$ cat config.mk
export PLATFORM = sky130hd
export DESIGN_NAME = lcd_bus_decoder
export DESIGN_NICKNAME = d
export VERILOG_FILES = /design/src/rtl/lcd_pkg.sv /design/src/rtl/lcd_bus_sync.sv /design/src/rtl/lcd_bus_decoder.sv
export SDC_FILE = /design/constraint.sdc
export NUM_CORES = 1
export LEC_CHECK = 0
export BUFFER_PORTS_ARGS = -buffer_cell sky130_fd_sc_hd__buf_4
export CORE_MARGIN = 2
export CORE_UTILIZATION = 67
export CTS_CLUSTER_DIAMETER = 100
export DETAILED_ROUTE_END_ITERATION = 6
export PLACE_DENSITY = 0.94
export SLEW_MARGIN = 0
export SYNTH_ARGS = -nofsm -noshare
export SYNTH_HDL_FRONTEND = slang
export SYNTH_SLANG_ARGS = --single-unit
$ cat constraint.sdc
create_clock -name clk -period 8.9 [get_ports clk]
set_input_delay 1.335 -clock clk [delete_from_list [all_inputs] [get_ports clk]]
set_output_delay 1.335 -clock clk [all_outputs]
set_load 0.05 [all_outputs]
$ cat src/rtl/lcd_pkg.sv
// Shared definitions for the HD44780-style bus decoder: FSM states, opcode
// masks, the fill character and the default geometry/timing.
package lcd_pkg;

  localparam int DEF_DDRAM_DEPTH = 80;
  localparam int DEF_BUSY_CYCLES = 16000;

  localparam logic [7:0] SPACE_CHAR = 8'h20;

  // Instruction opcodes, identified by their highest set bit.
  localparam logic [7:0] OP_SET_DDRAM = 8'h80;
  localparam logic [7:0] OP_SET_CGRAM = 8'h40;
  localparam logic [7:0] OP_FUNC_SET  = 8'h20;
  localparam logic [7:0] OP_SHIFT     = 8'h10;
  localparam logic [7:0] OP_DISPLAY   = 8'h08;
  localparam logic [7:0] OP_ENTRY     = 8'h04;
  localparam logic [7:0] OP_HOME      = 8'h02;
  localparam logic [7:0] OP_CLEAR     = 8'h01;

  typedef enum logic [1:0] {
    S_IDLE       = 2'd0,
    S_DECODE     = 2'd1,
    S_CLEAR_FILL = 2'd2
  } lcd_state_e;

  // Step the address counter by one in either direction, wrapping at both ends.
  function automatic logic [6:0] lcd_ac_step(input logic [6:0] ac,
                                             input logic       up,
                                             input logic [6:0] last);
    if (up) return (ac >= last) ? 7'd0 : ac + 7'd1;
    else    return (ac == 7'd0) ? last : ac - 7'd1;
  endfunction

endpackage

$ cat src/rtl/lcd_bus_sync.sv
// Synchronizes the asynchronous LCD bus, detects the falling edge of E and
// presents the RS/DB values seen in the last synchronized cycle of E high.
module lcd_bus_sync #(
  parameter int SYNC_STAGES = 2
) (
  input  logic       clk,
  input  logic       reset,
  input  logic       lcd_rs_i,
  input  logic       lcd_e_i,
  input  logic [7:0] lcd_db_i,
  output logic       strobe_o,
  output logic       rs_o,
  output logic [7:0] db_o
);

  logic [SYNC_STAGES-1:0]      e_sync_q;
  logic [SYNC_STAGES-1:0]      rs_sync_q;
  logic [SYNC_STAGES-1:0][7:0] db_sync_q;
  logic                        e_prev_q;
  logic                        strobe_q;
  logic                        rs_cap_q;
  logic [7:0]                  db_cap_q;

  logic       e_s;
  logic       rs_s;
  logic [7:0] db_s;

  assign e_s  = e_sync_q[SYNC_STAGES-1];
  assign rs_s = rs_sync_q[SYNC_STAGES-1];
  assign db_s = db_sync_q[SYNC_STAGES-1];

  // Synchronizer chain, edge detector and capture of the bus while E is high.
  always_ff @(posedge clk or negedge reset) begin
    if (!reset) begin
      e_sync_q  <= '0;
      rs_sync_q <= '0;
      db_sync_q <= '0;
      e_prev_q  <= 1'b0;
      strobe_q  <= 1'b0;
      rs_cap_q  <= 1'b0;
      db_cap_q  <= '0;
    end else begin
      // NOTE: non-blocking assignments let every stage sample its neighbour's
      // old value, which is exactly what a shift chain needs.
      e_sync_q[0]  <= lcd_e_i;
      rs_sync_q[0] <= lcd_rs_i;
      db_sync_q[0] <= lcd_db_i;
      for (int i = 1; i < SYNC_STAGES; i++) begin
        e_sync_q[i]  <= e_sync_q[i-1];
        rs_sync_q[i] <= rs_sync_q[i-1];
        db_sync_q[i] <= db_sync_q[i-1];
      end
      e_prev_q <= e_s;
      strobe_q <= e_prev_q & ~e_s;
      if (e_s) begin
        rs_cap_q <= rs_s;
        db_cap_q <= db_s;
      end
    end
  end

  assign strobe_o = strobe_q;
  assign rs_o     = rs_cap_q;
  assign db_o     = db_cap_q;

endmodule

$ cat src/rtl/lcd_bus_decoder.sv
// Display-side model of an HD44780-style panel: decodes bus transfers,
// keeps a DDRAM mirror, exposes the panel flags and emulates busy timing.
// Optional feature: define LCD_DECODER_4BIT_EN to assemble bytes from two
// nibble strobes while DL = 0.
module lcd_bus_decoder
  import lcd_pkg::*;
#(
  parameter int DDRAM_DEPTH = DEF_DDRAM_DEPTH,
  parameter int SYNC_STAGES = 2,
  parameter int BUSY_CYCLES = DEF_BUSY_CYCLES
) (
  input  logic       clk,
  input  logic       reset,
  input  logic       lcd_rs,
  input  logic       lcd_e,
  input  logic [7:0] lcd_db,
  input  logic [6:0] rd_addr,
  output logic [7:0] rd_data,
  output logic [6:0] cursor_addr,
  output logic       display_on,
  output logic       cursor_on,
  output logic       blink_on,
  output logic       func_8bit,
  output logic       func_2line,
  output logic       busy,
  output logic       cmd_valid,
  output logic       cmd_is_data,
  output logic [7:0] cmd_byte,
  output logic       err_protocol
);

  localparam logic [6:0] LAST_ADDR = 7'(DDRAM_DEPTH - 1);
  localparam int         CNT_W     = $clog2(BUSY_CYCLES + 1);
  localparam logic [CNT_W-1:0] BUSY_LOAD = CNT_W'(BUSY_CYCLES);

  logic       sync_strobe;
  logic       sync_rs;
  logic [7:0] sync_db;

  lcd_bus_sync #(.SYNC_STAGES(SYNC_STAGES)) u_sync (
    .clk      (clk),
    .reset    (reset),
    .lcd_rs_i (lcd_rs),
    .lcd_e_i  (lcd_e),
    .lcd_db_i (lcd_db),
    .strobe_o (sync_strobe),
    .rs_o     (sync_rs),
    .db_o     (sync_db)
  );

  lcd_state_e       state_q, state_d;
  logic [6:0]       ac_q, ac_d;
  logic [6:0]       fill_q, fill_d;
  logic [CNT_W-1:0] busy_cnt_q, busy_cnt_d;
  logic             disp_q, disp_d, cur_q, cur_d, blink_q, blink_d;
  logic             dl_q, dl_d, n_q, n_d, id_q, id_d;
  logic             cgram_q, cgram_d, err_q, err_d;
  logic             pend_rs_q, pend_rs_d;
  logic [7:0]       pend_db_q, pend_db_d;
  logic             cmd_valid_q, cmd_valid_d, cmd_is_data_q, cmd_is_data_d;
  logic [7:0]       cmd_byte_q, cmd_byte_d;
  logic [7:0]       rd_data_q;

  logic             mem_we;
  logic [6:0]       mem_waddr;
  logic [7:0]       mem_wdata;
  logic [7:0]       mem_q [DDRAM_DEPTH];

  logic             xfer_valid;
  logic             xfer_rs;
  logic [7:0]       xfer_db;

`ifdef LCD_DECODER_4BIT_EN
  logic       nib_phase_q;
  logic [3:0] nib_hi_q;
  logic       dl_prev_q;

  // Nibble assembly in 4-bit mode; the phase restarts whenever DL changes.
  always_ff @(posedge clk or negedge reset) begin
    if (!reset) begin
      nib_phase_q <= 1'b0;
      nib_hi_q    <= '0;
      dl_prev_q   <= 1'b1;
    end else begin
      dl_prev_q <= dl_q;
      if (dl_prev_q != dl_q) begin
        nib_phase_q <= 1'b0;
      end else if (sync_strobe && !dl_q) begin
        if (!nib_phase_q) nib_hi_q <= sync_db[7:4];
        nib_phase_q <= ~nib_phase_q;
      end
    end
  end

  assign xfer_valid = sync_strobe && (dl_q || nib_phase_q);
  assign xfer_rs    = sync_rs;
  assign xfer_db    = dl_q ? sync_db : {nib_hi_q, sync_db[7:4]};
`else
  assign xfer_valid = sync_strobe;
  assign xfer_rs    = sync_rs;
  assign xfer_db    = sync_db;
`endif

  assign busy = (busy_cnt_q != '0) || (state_q == S_CLEAR_FILL);

  // State register and all control/flag registers.
  always_ff @(posedge clk or negedge reset) begin
    if (!reset) begin
      state_q       <= S_CLEAR_FILL;
      ac_q          <= '0;
      fill_q        <= '0;
      busy_cnt_q    <= '0;
      disp_q        <= 1'b0;
      cur_q         <= 1'b0;
      blink_q       <= 1'b0;
      dl_q          <= 1'b1;
      n_q           <= 1'b0;
      id_q          <= 1'b1;
      cgram_q       <= 1'b0;
      err_q         <= 1'b0;
      pend_rs_q     <= 1'b0;
      pend_db_q     <= '0;
      cmd_valid_q   <= 1'b0;
      cmd_is_data_q <= 1'b0;
      cmd_byte_q    <= '0;
    end else begin
      state_q       <= state_d;
      ac_q          <= ac_d;
      fill_q        <= fill_d;
      busy_cnt_q    <= busy_cnt_d;
      disp_q        <= disp_d;
      cur_q         <= cur_d;
      blink_q       <= blink_d;
      dl_q          <= dl_d;
      n_q           <= n_d;
      id_q          <= id_d;
      cgram_q       <= cgram_d;
      err_q         <= err_d;
      pend_rs_q     <= pend_rs_d;
      pend_db_q     <= pend_db_d;
      cmd_valid_q   <= cmd_valid_d;
      cmd_is_data_q <= cmd_is_data_d;
      cmd_byte_q    <= cmd_byte_d;
    end
  end

  // Next-state logic: accept/reject strobes, decode, and sweep the clear fill.
  always_comb begin
    // NOTE: every variable gets a default here so no path can infer a latch.
    state_d       = state_q;
    ac_d          = ac_q;
    fill_d        = fill_q;
    busy_cnt_d    = (busy_cnt_q != '0) ? busy_cnt_q - 1'b1 : busy_cnt_q;
    disp_d        = disp_q;
    cur_d         = cur_q;
    blink_d       = blink_q;
    dl_d          = dl_q;
    n_d           = n_q;
    id_d          = id_q;
    cgram_d       = cgram_q;
    err_d         = err_q;
    pend_rs_d     = pend_rs_q;
    pend_db_d     = pend_db_q;
    cmd_valid_d   = 1'b0;
    cmd_is_data_d = cmd_is_data_q;
    cmd_byte_d    = cmd_byte_q;
    mem_we        = 1'b0;
    mem_waddr     = ac_q;
    mem_wdata     = pend_db_q;

    unique case (state_q)
      S_IDLE: begin
        if (xfer_valid) begin
          if (busy) begin
            err_d = 1'b1;
          end else begin
            state_d   = S_DECODE;
            pend_rs_d = xfer_rs;
            pend_db_d = xfer_db;
          end
        end
      end

      S_DECODE: begin
        state_d       = S_IDLE;
        cmd_valid_d   = 1'b1;
        cmd_is_data_d = pend_rs_q;
        cmd_byte_d    = pend_db_q;
        busy_cnt_d    = BUSY_LOAD;
        if (xfer_valid) err_d = 1'b1;
        if (pend_rs_q) begin
          // Data writes are dropped while addressing CGRAM.
          if (!cgram_q) begin
            mem_we = 1'b1;
            ac_d   = lcd_ac_step(ac_q, id_q, LAST_ADDR);
          end
        end else if ((pend_db_q & OP_SET_DDRAM) != '0) begin
          ac_d    = (pend_db_q[6:0] > LAST_ADDR) ? 7'd0 : pend_db_q[6:0];
          cgram_d = 1'b0;
        end else if ((pend_db_q & OP_SET_CGRAM) != '0) begin
          cgram_d = 1'b1;
        end else if ((pend_db_q & OP_FUNC_SET) != '0) begin
          dl_d = pend_db_q[4];
          n_d  = pend_db_q[3];
        end else if ((pend_db_q & OP_SHIFT) != '0) begin
          // Only cursor moves (S/C = 0) affect the mirror.
          if (!pend_db_q[3]) ac_d = lcd_ac_step(ac_q, pend_db_q[2], LAST_ADDR);
        end else if ((pend_db_q & OP_DISPLAY) != '0) begin
          disp_d  = pend_db_q[2];
          cur_d   = pend_db_q[1];
          blink_d = pend_db_q[0];
        end else if ((pend_db_q & OP_ENTRY) != '0) begin
          // The S bit is accepted but the mirror never shifts.
          id_d = pend_db_q[1];
        end else if ((pend_db_q & OP_HOME) != '0) begin
          ac_d    = '0;
          cgram_d = 1'b0;
        end else if ((pend_db_q & OP_CLEAR) != '0) begin
          ac_d    = '0;
          id_d    = 1'b1;
          cgram_d = 1'b0;
          fill_d  = '0;
          state_d = S_CLEAR_FILL;
        end
      end

      S_CLEAR_FILL: begin
        mem_we    = 1'b1;
        mem_waddr = fill_q;
        mem_wdata = SPACE_CHAR;
        fill_d    = fill_q + 7'd1;
        if (xfer_valid) err_d = 1'b1;
        if (fill_q == LAST_ADDR) begin
          fill_d  = '0;
          state_d = S_IDLE;
        end
      end

      default: state_d = S_IDLE;
    endcase
  end

  // DDRAM write port.
  always_ff @(posedge clk) begin
    // NOTE: the array has no reset; the clear fill initialises it instead,
    // which keeps it mappable onto a plain RAM.
    if (mem_we) mem_q[mem_waddr] <= mem_wdata;
  end

  // Registered DDRAM read port; out-of-range addresses read as a space.
  always_ff @(posedge clk or negedge reset) begin
    if (!reset) rd_data_q <= '0;
    else        rd_data_q <= (rd_addr <= LAST_ADDR) ? mem_q[rd_addr] : SPACE_CHAR;
  end

  assign rd_data      = rd_data_q;
  assign cursor_addr  = ac_q;
  assign display_on   = disp_q;
  assign cursor_on    = cur_q;
  assign blink_on     = blink_q;
  assign func_8bit    = dl_q;
  assign func_2line   = n_q;
  assign cmd_valid    = cmd_valid_q;
  assign cmd_is_data  = cmd_is_data_q;
  assign cmd_byte     = cmd_byte_q;
  assign err_protocol = err_q;

endmodule
Word level (Yosys, flattened, before mapping)
Memories as Yosys holds them, arrays and structs flattened.
Cells that the tools add are included.
Widths: inputs -> output; s select.
{"block": "word_totals", "word_cells": 155, "in_bits": 19, "regBits": 96, "out_inout_bits": 32, "memories": 1, "ram_bits": 640}
{"name": "mem_q", "words": 80, "width": 8, "read_ports": 1, "rd_clocked_by_memory_dff": 0, "write_ports": 1, "line": "lcd_bus_decoder.sv:67", "source": "logic [7:0] mem_q [DDRAM_DEPTH];"}
{"block": "op_classes", "n_mux": 65, "bitwise": 9, "n_reduce_logical": 20, "n_lt_le_gt_ge": 3, "eq_ne": 27, "addsub": 4}
{"op": "$mux 7", "count": 26}
{"op": "$mux 14", "count": 2}
{"op": "$mux 2", "count": 12}
{"op": "$ne 2x2->1 const B", "count": 12}
{"op": "$reduce_and 7->1", "count": 3}
{"op": "$mux 1", "count": 19}
{"op": "$mux 8", "count": 2}
{"op": "$add 7x1->7 const B", "count": 2}
{"op": "$pmux 7 s2", "count": 1}
{"op": "$reduce_bool 14->1", "count": 1}
{"op": "$sub 14x1->14 const B", "count": 1}
{"op": "$ne 3x1->1 const B", "count": 4}
{"op": "$reduce_and 10->1", "count": 1}
{"op": "$ne 3x2->1 const B", "count": 3}
{"op": "$reduce_and 9->1", "count": 1}
{"op": "$ne 2x1->1 const B", "count": 4}
{"op": "$not 1->1", "count": 8}
{"op": "$reduce_bool 2->1", "count": 4}
{"op": "$eq 7x7->1 const B", "count": 1}
{"op": "$ge 7x7->1 const B", "count": 1}
{"op": "$gt 7x7->1 const B", "count": 1}
{"op": "$le 7x7->1 const B", "count": 1}
{"op": "$logic_not 7->1", "count": 1}
{"op": "$sub 7x1->7 const B", "count": 1}
{"op": "other kinds (14)", "count": 16}

Longest topological paths before layout
{"block": "logic_depth", "ltp_word": 10, "mapped_depth": 9, "ltp_nobuf": 7}

Cells and area by module
A second synthesis with hierarchy kept.
{"block": "hier_totals", "cells_unflattened": 1610, "hier_area_um2": 29543.3}
{"module": "lcd_bus_decoder", "cells_each": 1568, "area_per_inst_um2": 28612.4, "instances": 1, "seq_area_each_um2": 20848.7}
{"module": "lcd_bus_sync", "cells_each": 42, "area_per_inst_um2": 930.9, "instances": 1, "seq_area_each_um2": 775.7}

Worst setup path before layout
Ideal clock, no wire load.
{"block": "synth_path", "kind": "register -> register", "start": "reg state_q[0]", "end": "mem mem_q[0][6] (data pin)", "path_stages_with_launch": 6, "t_arrival_ns": 3.082, "period_less_slack_ns": 3.676, "setup_ns": 0.594, "required_time_ns": 8.306, "path_slack_ns": 5.224, "path_cell_list": "dfrtp_1 > inv_1 > ha_1 > clkbuf_1 > clkbuf_1 > nor2b_1"}
{"block": "synth_between", "elab_chain_len": 2}
{"item": "start: declaration", "line": "lcd_bus_decoder.sv:51", "source": "lcd_state_e state_q, state_d;"}
{"item": "start signal: assignment", "line": "lcd_bus_decoder.sv:127", "source": "state_q <= state_d;"}
{"item": "$eq 2x2->1", "line": "lcd_bus_decoder.sv:171", "source": "unique case (state_q)"}
{"item": "$mux 8", "line": "lcd_bus_decoder.sv:171"}
{"item": "net mem_wdata[6]", "line": "lcd_bus_decoder.sv:66", "source": "logic [7:0] mem_wdata;"}
{"item": "end: declaration", "line": "lcd_bus_decoder.sv:67"}
The timed path passes the listed nets, and every way through them passes these cells.

Final worst setup path
{"block": "layout_path", "start": "reg state_q[1]", "end": "mem mem_q[37][7] (enable)"}
{"block": "layout_between", "elab_chain_len": 4, "elab_cells_between_ends": 6}
{"item": "$eq 2x2->1 or $eq 2x1->1 (tied branches)", "line": "lcd_bus_decoder.sv:171"}
{"item": "$pmux 1 s2", "line": "lcd_bus_decoder.sv:171"}
{"item": "$mux 1", "line": "lcd_bus_decoder.sv:247", "source": "if (mem_we) mem_q[mem_waddr] <= mem_wdata;"}
{"item": "$mux 1 (not written as such)", "line": "lcd_bus_decoder.sv:247"}
Parallel ways exist; a longest one is shown, timed or not.

==> out/metrics.cfg <==
[run_status]
status = finished clean

[cts]
cts.sinks = 736
root_buffer = clkbuf_16
clk_pin_slew_ps = 60
cts.htree.levels = 3
cts_setup_buffers = 0
cts_resized = 0
cts_buffer_depth = 3
clock_latency_ps = 620
cts_tree = built
hold_buffers = 0
numCtsBuffers = 69

[drt]
routed_via_density = 7.23
dr.pass1.iters = 6
wl_per_cell_um = 32.4
drt-total-wl_um = 72800
drc_errors = 0
drt_iter0_drc = 2724
vias = 16300
ant_nets = 0

[timing]
setup-tns-final_ps = 0
slew_headroom = 0.141
fin_worst_skew_ps = 33.9
setup_slack_ps = 4450
slew_violations = 0
post-route-period-util = 0.500
period_minus_slack_ps = 4450
fmax_mhz = 225
worst_pin_slew_ps = 1290
rsz0062_at_grt = false
setup_viol = 0
finalHoldViolations = 0

[power_and_ir_drop]
leakage_nw = 10.7
powerDensity_nw_per_um2 = 241
peakVddDrop_mv = 0.279
p_total_mw = 7.84

[floorplanning]
start_util = 0.680
dieWidth_um = 213
ios = 51
dieArea_um2 = 45400
row_count = 76
fp.dieH_um = 213
coreArea_um2 = 43100

[grt]
grt_usage = 0.336
grt_overflow = 0
grt_max_degree = 81
antenna_found_initial = 0
grt_pass1_vias = 16400
grt_pass1_wl_um = 108000

[logic_synthesis]
mappedNetlistArea_um2 = 29300
syn_avg_cell_area_um2 = 18.8
yosys-top-cells-area = edfxtp_1 (66%), mux4_2 (13%), dfrtp_1 (7.9%)
synthDistinctLibCells = 68
synth_ff_type = edfxtp_1
synth_top_area_cell = edfxtp_1
netlist.area_leader.share = 0.656
async_reset_ff_frac = 0.130
synthTopCellsByCount = edfxtp_1 (640), mux4_2 (168), nor2_1 (111), dfrtp_1 (93), nand2_1 (78)
synth_most_common_cell = edfxtp_1
yosys_warnings = 0
synth_seq_cells = 736
yosysSeqAreaShare = 0.738
synthCells = 1561
synth_nets = 1589
synth_edf_count = 640

[cells_and_area]
n_antenna_cell = 0
final_nets = 1642
fillers = 2094
utilization = 0.754
instances_no_fill = 2251
area_growth_pct = 10.9
drive_gt1_frac = 0.232

[flow_run]
drv_cap = 0

[setup_path]
crit_start = state_q[1]$_DFFE_PN1P_
cp.buffers_inverters = 1
r2r_start = state_q[1]$_DFFE_PN1P_
critPathKind = reg2reg
crit_chain = inv_1, ha_1, nand3b_1, or3_1, a21boi_1, nand2_1, nor2_1
cp-start-kind = flip-flop
cpPeakStageDelay_ps = 1050
worst-r2r-cell-count = 7
r2r_slack_ps = 4450
cp_top_family = simple AND/OR/NAND/NOR gates
endpoint = mem_q[37][7]$_DFFE_PP_
worst_ep_arrival_time_ps = 4670
r2r_end = mem_q[37][7]$_DFFE_PP_
crit_path_end_kind = flip-flop
cp.required_ps = 9120
cpMaxStageDelayCell = nor2_1
critPathMaxFanout = 22
crit_cells = 7

[placement]
dpl_worst_slack_ps = 4300
dpl.cell_count = 2128
dp_hpwl_um = 38800
gp_congestion = 0.896
io_buffers = 50

[worst_hold_path]
hold_class = reg2reg

==> report_power, final <==
part	total, mW	switching [mW]	internal, mW	leakage, nW
sequential	3.98	0.123	3.86	7.04
clock	3.00	1.30	1.69	1.09
combinational	0.867	0.576	0.291	2.57
==> registers in the layout (all words and copies together), names as in the netlist, 8 cells and up <==
| register | cells |
|---|---|
| mem_q | 640 |
| busy_cnt_q | 14 |
| cmd_byte | 8 |
| pend_db_q | 8 |
| rd_data | 8 |
| u_sync.db_o | 8 |
| u_sync.db_s | 8 |
| u_sync.db_sync_q | 8 |
==> worst min-delay path by stage <==
stage	from	endpoint	cells after the start
after global routing	u_sync.rs_sync_q[0]$_DFF_PN0_	u_sync.rs_sync_q[1]$_DFF_PN0_	0
final	u_sync.db_sync_q[4]$_DFF_PN0_	u_sync.db_s[4]$_DFF_PN0_	0
after CTS	u_sync.db_sync_q[4]$_DFF_PN0_	u_sync.db_s[4]$_DFF_PN0_	0
after detailed placement	u_sync.db_sync_q[4]$_DFF_PN0_	u_sync.db_s[4]$_DFF_PN0_	0
after floorplan	u_sync.db_sync_q[0]$_DFF_PN0_	u_sync.db_s[0]$_DFF_PN0_	0
after global placement	u_sync.db_sync_q[3]$_DFF_PN0_	u_sync.db_s[3]$_DFF_PN0_	0
==> layout make-up <==
| class | instances | area, um^2 | area share |
|---|---|---|---|
| tap | 585 | 732 | 0.0225 |
| clock buffer | 90 | 1940 | 0.0599 |
| multi-input combinational | 725 | 7310 | 0.225 |
| sequential | 736 | 21600 | 0.666 |
| timing repair buffer | 64 | 488 | 0.0150 |
| clock inverter | 33 | 318 | 0.00978 |
| inverter | 18 | 67.6 | 0.00208 |
==> worst reg2reg max path, delay by kind of cell, from the launching register on <==
kind            cells  cell delay [ps]
compound gates      1              290
fa+ha+maj           1              880
buf+inv             1              100
flops               1              370
simple gates        4             2420
==> cells in the final DEF (no fill, tap or decap), drive strengths merged, types with 5 or more instances in the layout <==
cell	instances
edfxtp	640
mux4	168
nor2	112
dfrtp	93
clkbuf	90
nand2	78
buf	64
mux2	31
a21oi	29
o21ai	29
nand3	27
mux2i	27
a22oi	22
clkinv	21
inv	20
nor2b	19
o22ai	15
a211oi	13
nor3	12
nand3b	11
o31ai	11
o211ai	10
or3	9
ha	9
xnor2	7
or4	7
nand4	6
nor4	6
a31oi	6
nand2b	6
xor2	6
and3	6
bufinv	5
clkinvlp	5
==> routing by layer <==
metal	global-route usage	up-vias	part of all wire
li1	-	6390	-
met1	0.440	8161	0.34
met2	0.550	1437	0.50
met3	0.0784	279	0.11
met4	0.139	0	0.048
met5	0	-	0
==> cell families (layout without fill, tap and decap cells) <==
| group | count (synthesis) | in the layout | share of synthesized area |
|---|---|---|---|
| compound gates | 158 | 158 | 0.0355 |
| fa+ha+maj | 9 | 9 | 0.00384 |
| flops | 736 | 736 | 0.738 |
| buf+inv | 100 | 205 | 0.0144 |
| mux | 226 | 226 | 0.151 |
| simple gates | 319 | 319 | 0.0528 |
| xor+xnor | 13 | 13 | 0.00389 |
==> through the flow <==
step	hold WS [ps]	instance area (um^2)
after floorplan	331	29300
after global placement	331	30200
after detailed placement	335	30200
after CTS	348	32500
after global routing	355	32500
final	348	32500
Power figures use the tool's default switching activity.
